[src/rtl/dmem_arbiter.sv]
// Two-port arbiter for the single-ported data memory: core (C) priority,
// bounded starvation for the DMA/debug port (D), exclusive D lock, alignment check.
module dmem_arbiter #(
  parameter int ADDR_W   = 32,
  parameter int DATA_W   = 32,
  parameter int MAX_HOLD = 4
) (
  input  logic              clk,
  input  logic              rst,
  input  logic              c_req,
  input  logic              c_we,
  input  logic [ADDR_W-1:0] c_addr,
  input  logic [DATA_W-1:0] c_wdata,
  output logic              c_gnt,
  output logic              c_rvalid,
  output logic [DATA_W-1:0] c_rdata,
  output logic              c_err,
  output logic              c_stall,
  input  logic              d_req,
  input  logic              d_we,
  input  logic [ADDR_W-1:0] d_addr,
  input  logic [DATA_W-1:0] d_wdata,
  input  logic              d_lock,
  output logic              d_gnt,
  output logic              d_rvalid,
  output logic [DATA_W-1:0] d_rdata,
  output logic              d_err,
  output logic              mem_read,
  output logic              mem_write,
  output logic [ADDR_W-1:0] mem_addr,
  output logic [DATA_W-1:0] mem_wdata,
  input  logic [DATA_W-1:0] mem_rdata
);

  typedef enum logic [1:0] {IDLE, CORE, DMA, LOCK} state_t;

  localparam logic [3:0] MAX_HOLD_C = 4'(MAX_HOLD);

  state_t            state_reg, state_next;
  logic [3:0]        hold_cnt_reg, hold_cnt_next;
  logic              lock_hold;
  logic [1:0]        req, we, gnt, aligned;
  logic [ADDR_W-1:0] addr  [2];
  logic [DATA_W-1:0] wdata [2];

  // Index 0 is the core port, index 1 the DMA port.
  assign req      = {d_req, c_req};
  assign we       = {d_we, c_we};
  assign addr[0]  = c_addr;
  assign addr[1]  = d_addr;
  assign wdata[0] = c_wdata;
  assign wdata[1] = d_wdata;

  assign lock_hold = (state_reg == LOCK) && d_lock;

  always_ff @(posedge clk) begin
    if (!rst) begin
      state_reg    <= IDLE;
      hold_cnt_reg <= '0;
    end else begin
      state_reg    <= state_next;
      hold_cnt_reg <= hold_cnt_next;
    end
  end

  // LOCK is kept while d_lock stays high even through idle D cycles, so the
  // core cannot slip in between the accesses of an atomic loader sequence.
  always_comb begin
    gnt           = 2'b00;
    state_next    = IDLE;
    hold_cnt_next = '0;
    if (rst) begin
      if (lock_hold) begin
        gnt[1] = d_req;
      end else if (c_req && d_req) begin
        if (hold_cnt_reg >= MAX_HOLD_C) gnt[1] = 1'b1;
        else                            gnt[0] = 1'b1;
      end else begin
        gnt = req;
      end
    end
    if ((gnt[1] && d_lock) || lock_hold) state_next = LOCK;
    else if (gnt[0])                     state_next = CORE;
    else if (gnt[1])                     state_next = DMA;
    if (gnt[0] && d_req)
      hold_cnt_next = (hold_cnt_reg == 4'hF) ? 4'hF : hold_cnt_reg + 4'd1;
  end

  always_comb begin
    mem_read  = 1'b0;
    mem_write = 1'b0;
    mem_addr  = '0;
    mem_wdata = '0;
    if (gnt[0]) begin
      mem_addr  = c_addr;
      mem_wdata = c_wdata;
      mem_write = c_we & aligned[0];
      mem_read  = ~c_we & aligned[0];
    end else if (gnt[1]) begin
      mem_addr  = d_addr;
      mem_wdata = d_wdata;
      mem_write = d_we & aligned[1];
      mem_read  = ~d_we & aligned[1];
    end
  end

  genvar gi;
  generate
    for (gi = 0; gi < 2; gi++) begin : g_resp
      logic              rvalid_reg;
      logic              err_reg;
      logic [DATA_W-1:0] rdata_reg;

      assign aligned[gi] = (addr[gi][1:0] == 2'b00);

      // Misaligned accesses answer with an error for loads and stores alike;
      // aligned stores complete at the grant and produce no response.
      always_ff @(posedge clk) begin
        if (!rst) begin
          rvalid_reg <= 1'b0;
          err_reg    <= 1'b0;
          rdata_reg  <= '0;
        end else if (gnt[gi] && !aligned[gi]) begin
          rvalid_reg <= 1'b1;
          err_reg    <= 1'b1;
          rdata_reg  <= '0;
        end else if (gnt[gi] && !we[gi]) begin
          rvalid_reg <= 1'b1;
          err_reg    <= 1'b0;
          rdata_reg  <= mem_rdata;
        end else begin
          rvalid_reg <= 1'b0;
          err_reg    <= 1'b0;
        end
      end
    end
  endgenerate

  // Responses are masked while reset is held so an in-flight access is dropped.
  assign c_gnt    = gnt[0];
  assign d_gnt    = gnt[1];
  assign c_stall  = c_req & ~gnt[0];
  assign c_rvalid = g_resp[0].rvalid_reg & rst;
  assign c_err    = g_resp[0].err_reg & rst;
  assign c_rdata  = g_resp[0].rdata_reg;
  assign d_rvalid = g_resp[1].rvalid_reg & rst;
  assign d_err    = g_resp[1].err_reg & rst;
  assign d_rdata  = g_resp[1].rdata_reg;

endmodule

[config.mk]
export PLATFORM = sky130hd
export DESIGN_NAME = dmem_arbiter
export DESIGN_NICKNAME = d
export VERILOG_FILES = /design/src/rtl/dmem_arbiter.sv
export SDC_FILE = /design/constraint.sdc
export NUM_CORES = 1
export LEC_CHECK = 0
export BUFFER_PORTS_ARGS = -buffer_cell sky130_fd_sc_hd__buf_2
export CORE_AREA = 2 2 116 118
export DETAILED_ROUTE_END_ITERATION = 16
export DIE_AREA = 0 0 118 120
export SETUP_SLACK_MARGIN = 0.15
export SLEW_MARGIN = 5
export SYNTH_ARGS = -nofsm -noshare
export SYNTH_HDL_FRONTEND = slang
export SYNTH_SLANG_ARGS = --single-unit
[constraint.sdc]
create_clock -name clk -period 2 [get_ports clk]
set_input_delay 0.1 -clock clk [delete_from_list [all_inputs] [get_ports clk]]
set_output_delay 0.1 -clock clk [all_outputs]
set_load 0.005 [all_outputs]
# After elaboration in Yosys (flattened, before gate mapping)
# Index checks and enable logic that the tools add are counted.
dict set report op_classes {
  addsub 1
  multipliers 0
  div_mod_pow 0
  n_lt_le_gt_ge 1
  n_eq_ne 2
  shifts 0
  mux 24
  bitwise 13
  n_reduce_logical 18
}
# cell n
set op_table {}
lappend op_table {{two-way mux 32 bit} 4}
lappend op_table {{two-way mux 1 bit} 14}
lappend op_table {{two-way mux 2 bit} 5}
lappend op_table {{bitwise AND 1 bit} 9}
lappend op_table {{logical AND 1 bit} 8}
lappend op_table {{adder 4 x 1 -> 4 bit (second input constant)} 1}
lappend op_table {{== test 4 bit (second input constant)} 1}
lappend op_table {{>= comparator 4 x 3 -> 1 bit (second input constant)} 1}
lappend op_table {{zero test 1 bit} 4}
lappend op_table {{zero test 2 bit} 2}
lappend op_table {{two-way mux 4 bit} 1}
lappend op_table {{inverter 1 bit} 4}
lappend op_table {{OR reduction 2 bit} 2}
lappend op_table {{== test 2 bit (second input constant)} 1}
lappend op_table {{AND reduction 2 bit} 1}
lappend op_table {{logical OR 1 bit} 1}
dict set report word_totals {
  reg_bits 74
  latchBits 0
  ramBits 0
  rom_bits 0
  in_bits 167
  out_inout_bits 137
  wordCells 67
  memories 0
}

# Depth between registers and ports, before layout
dict set report logic_depth {
  word_depth 8
  depth_mapped 7
  depth_no_buf 5
}

# Worst setup path before layout
# OpenSTA, ideal clock, no wires.
dict set report synth_path {
  path_kind {register to output}
  from {reg hold_cnt_reg[3]}
  to {out mem_addr[0]}
  arrival_ps 1510
  required_ps 1900
  path_slack_ps 390
  stages_incl_launch_ff 7
  path_buffers 3
  path_cell_list {dfxtp_1 > or3b_1 > o211a_1 > buf_2 > buf_6 > buf_6 > a22o_1}
}
dict set report synth_via {
  elab_chain_cells 7
  word_cells_on_any_way 9
  cone_classes {order compare: 1; mux: 8}
}
# item line_no
set synth_rtl {}
lappend synth_rtl {{start: declaration} 40} ;# logic [3:0] hold_cnt_reg, hold_cnt_next;
lappend synth_rtl {{start signal: assignment} 62} ;# hold_cnt_reg <= hold_cnt_next;
lappend synth_rtl {{>= comparator 4 x 3 -> 1 bit *} 76} ;# if (hold_cnt_reg >= MAX_HOLD_C) gnt[1] = 1'b1;
lappend synth_rtl {{two-way mux 1 bit} 76}
lappend synth_rtl {{two-way mux 2 bit *} 75} ;# end else if (c_req && d_req) begin
lappend synth_rtl {{two-way mux 1 bit} 73} ;# if (lock_hold) begin
lappend synth_rtl {{two-way mux 2 bit *} 72} ;# if (rst) begin
lappend synth_rtl {{two-way mux 32 bit} 99} ;# end else if (gnt[1]) begin
lappend synth_rtl {{two-way mux 32 bit *} 94} ;# if (gnt[0]) begin
lappend synth_rtl {{end: declaration} 30} ;# output logic [ADDR_W-1:0] mem_addr,
# Mark *: on every way between the ends. The rest lies on a longest branch, timed or not.

# Final worst setup path
dict set report layout_path {
  from {reg hold_cnt_reg[2]}
  to {out mem_addr[5]}
}
# The elaborated chain is that of the path after synthesis.

==> impl_metrics.toml <==
[status]
outcome = "finished with violations"
failed_checks = "setup timing"

[worst_setup_path]
crit_path_max_incr_delay_ns = 0.38
worstPathRequired_ns = 1.90
cp_slowest_cell = "or3b_4"
cp_num_buf_inv = 2
end_kind = "primary output"
critPathKind = "reg2out"
cp.arrival_ns = 1.95
r2r_end = "g_resp[1].rvalid_reg"
reg2reg_from = "hold_cnt_reg[2]"
ff2ff_setup_slack_ns = 0.27
reg2reg_depth = 5
start_kind = "flop"
crit_chain = "or3b_4, o211a_4, clkbuf_16, a22o_1, buf_2"
crit_family = "compound AO/OA/AOI/OAI gates"
crit_fanout = 9

[power_and_ir_drop]
leakage_nw = 3.09
power_density_nw_per_um2 = 689
peakVddDrop_mv = 0.347

[placement]
hpwlAfterDp_mm = 14.7
gp_congestion = 0.988
numPortBuffers = 303
place_ws_ns = 0.238

[floorplan]
ioPinCount = 304
die_w_um = 118
die_height_um = 120
die_area_um2 = 14200
initial_utilization_pct = 25.5
fp-row-count = 42
core_area_um2 = 13000

[timing]
min_period_ns = 2.05
worst_slack_ns = -0.0467
rsz0062_at_grt = "true"
timing.fmax_mhz = 489
fin_skew_ns = 0.00605
min_period_over_period_pct = 102
finalHoldViolCount = 0
fin_tns_setup_ns = -0.543
setup_viol_count_final = 38
report.final.slew_viol_count = 0

[layout]
syn_to_final_growth_pct = 70.3
drive_above_1_share_pct = 51.6
seq_area_um2 = 1490
fin_nets = 851
multi_input_area_um2 = 1740
num-fill-cells = 1335
final_common_cell = "buf_2"
final_cell_mix = "297 x buf_2, 72 x dfxtp_1, 69 x nand2_1"

[clock_network]
cts_buffers = 9
htree_num_levels = 3
root_buffer = "clkbuf_16"
cts.clk_slew.worst_paths_ns = 0.06
cts_tree = "done"
clock_sinks = 74
clk_latency_ns = 0.33
cts.path.max_buffers = 2

[hold_path]
min_from = "mem_rdata[30]"
hold_end = "c_rdata[30]"
holdPathStages = 3
hold_class = "in2reg"

[global_routing]
grt_pass1_wl_mm = 26.0
grt_max_degree = 42
grt.total_usage_pct = 25.0
antenna_found_initial = 3
grt_pass1_vias = 4150
grt_overflow_total = 0

[routing]
ant_nets = 0
viasPerCell = 4.87
route.detailed.drc = 0
wl_per_cell_um = 21.3
drt_iter0_markers = 314
firstDrtPassIters = 5
wirelength_mm = 18.4
via_count = 4217

[job]
maxCapViolCount = 0

[logic_synthesis]
ys_types = 26
synth-seq-cells = 74
ys_warn_count = 0
synth-seq-area-share_pct = 44.7
synth_nets = 545
synth_area_um2 = 3310
avgSynthCellArea_um2 = 8.78
synth_cells = 377
## worst max-delay path by stage
stage,cells past startpoint,to,slack [ns],from
after floorplan,6,mem_addr[0],0.39,hold_cnt_reg[3]
after global placement,5,mem_wdata[8],0.25,hold_cnt_reg[3]
after detailed placement,5,mem_wdata[7],0.24,hold_cnt_reg[3]
after CTS,5,mem_addr[26],-0.04,hold_cnt_reg[3]
after global routing,5,mem_wdata[31],-0.07,hold_cnt_reg[2]
final,5,mem_addr[5],-0.05,hold_cnt_reg[2]
## cells in the mapped netlist
cell type  instances  share of area (%)
or3b_1             1               0.26
or2_1              1               0.19
nor2b_1            3               0.57
nor2_1            37                4.2
dfxtp_1           74                 45
o21ai_1            2               0.30
nand2_1           69                7.8
nand4_1            2               0.38
and3_1             2               0.38
nand3_1            5               0.76
o211a_1            2               0.60
clkbuf_1          16                1.8
a21o_1             1               0.23
buf_6              3                1.0
nor3_1             1               0.15
a21oi_1           35                5.3
inv_1              2               0.23
conb_1             1               0.11
o31ai_1            1               0.23
mux2i_1           32                9.7
o211ai_2           1               0.38
buf_2             13                2.0
ha_1               1               0.38
and2_1             5               0.94
o21ai_0            3               0.45
a22o_1            64                 17
## what timing repair did
item                       4_1_cts  5_1_grt
setup endpoints to repair       68       67
gates cloned                     3        2
setup buffers                    3        1
pin swaps                        1        0
hold buffers                     2        0
hold endpoints to repair         2        0
resized for setup               18        7
## metrics by stage
| step | power, mW | utilization (%) | instance area, um^2 | hold WS, ns | instances |
|---|---|---|---|---|---|
| after floorplan | 1.82 | - | 3310 | 0.192 | 377 |
| final | 3.89 | 43.4 | 5640 | 0.0197 | 866 |
| after detailed placement | 2.24 | 38.8 | 5030 | 0.337 | 837 |
| after global routing | 4.04 | 43.4 | 5640 | 0.0162 | 865 |
| after CTS | 3.90 | 42.6 | 5530 | 0.00965 | 861 |
| after global placement | 2.23 | 38.8 | 5030 | 0.329 | 837 |
## logic make-up (layout without fill, tap and decap cells)
group           Yosys count  after routing  share of synthesized area [%]
flops                    74             74                           44.7
other cells               1              3                          0.113
compound gates          109            109                           24.4
mux                      32             32                           9.68
simple gates            126            126                           15.6
fa+ha+maj                 1              1                          0.378
buf+inv                  34            345                           5.03
## cell type report
type	count	share of cell area (%)
Antenna cell	2	0.0888
Clock buffer	12	4.37
Clock inverter	4	0.910
Inverter	2	0.133
Multi-Input combinational cell	269	30.9
Sequential cell	74	26.4
Tap cell	176	3.91
Timing Repair Buffer	327	33.3
## layer usage
metal	GRT usage [%]	part of all wire, %	up-vias
met5	0	0.16	-
met4	10.5	3.5	4
met3	8.37	9.6	32
met2	41.5	48	233
met1	29.5	39	1995
li1	-	-	1953
## worst register-to-register path, stage by stage (launching register included)
cell and delay, ns:
dfxtp_4 0.35, or3b_4 0.38, o211a_4 0.32, buf_16 0.21, nor2b_1 0.15, or2_1 0.21
## where the power goes
part | leakage (nW) | total (mW) | internal (mW) | switching [mW]
logic | 2.34 | 0.765 | 0.379 | 0.386
clock network | 0.143 | 1.60 | 1.00 | 0.596
registers | 0.601 | 1.53 | 1.51 | 0.0165
(Power assumes the default switching activity.)
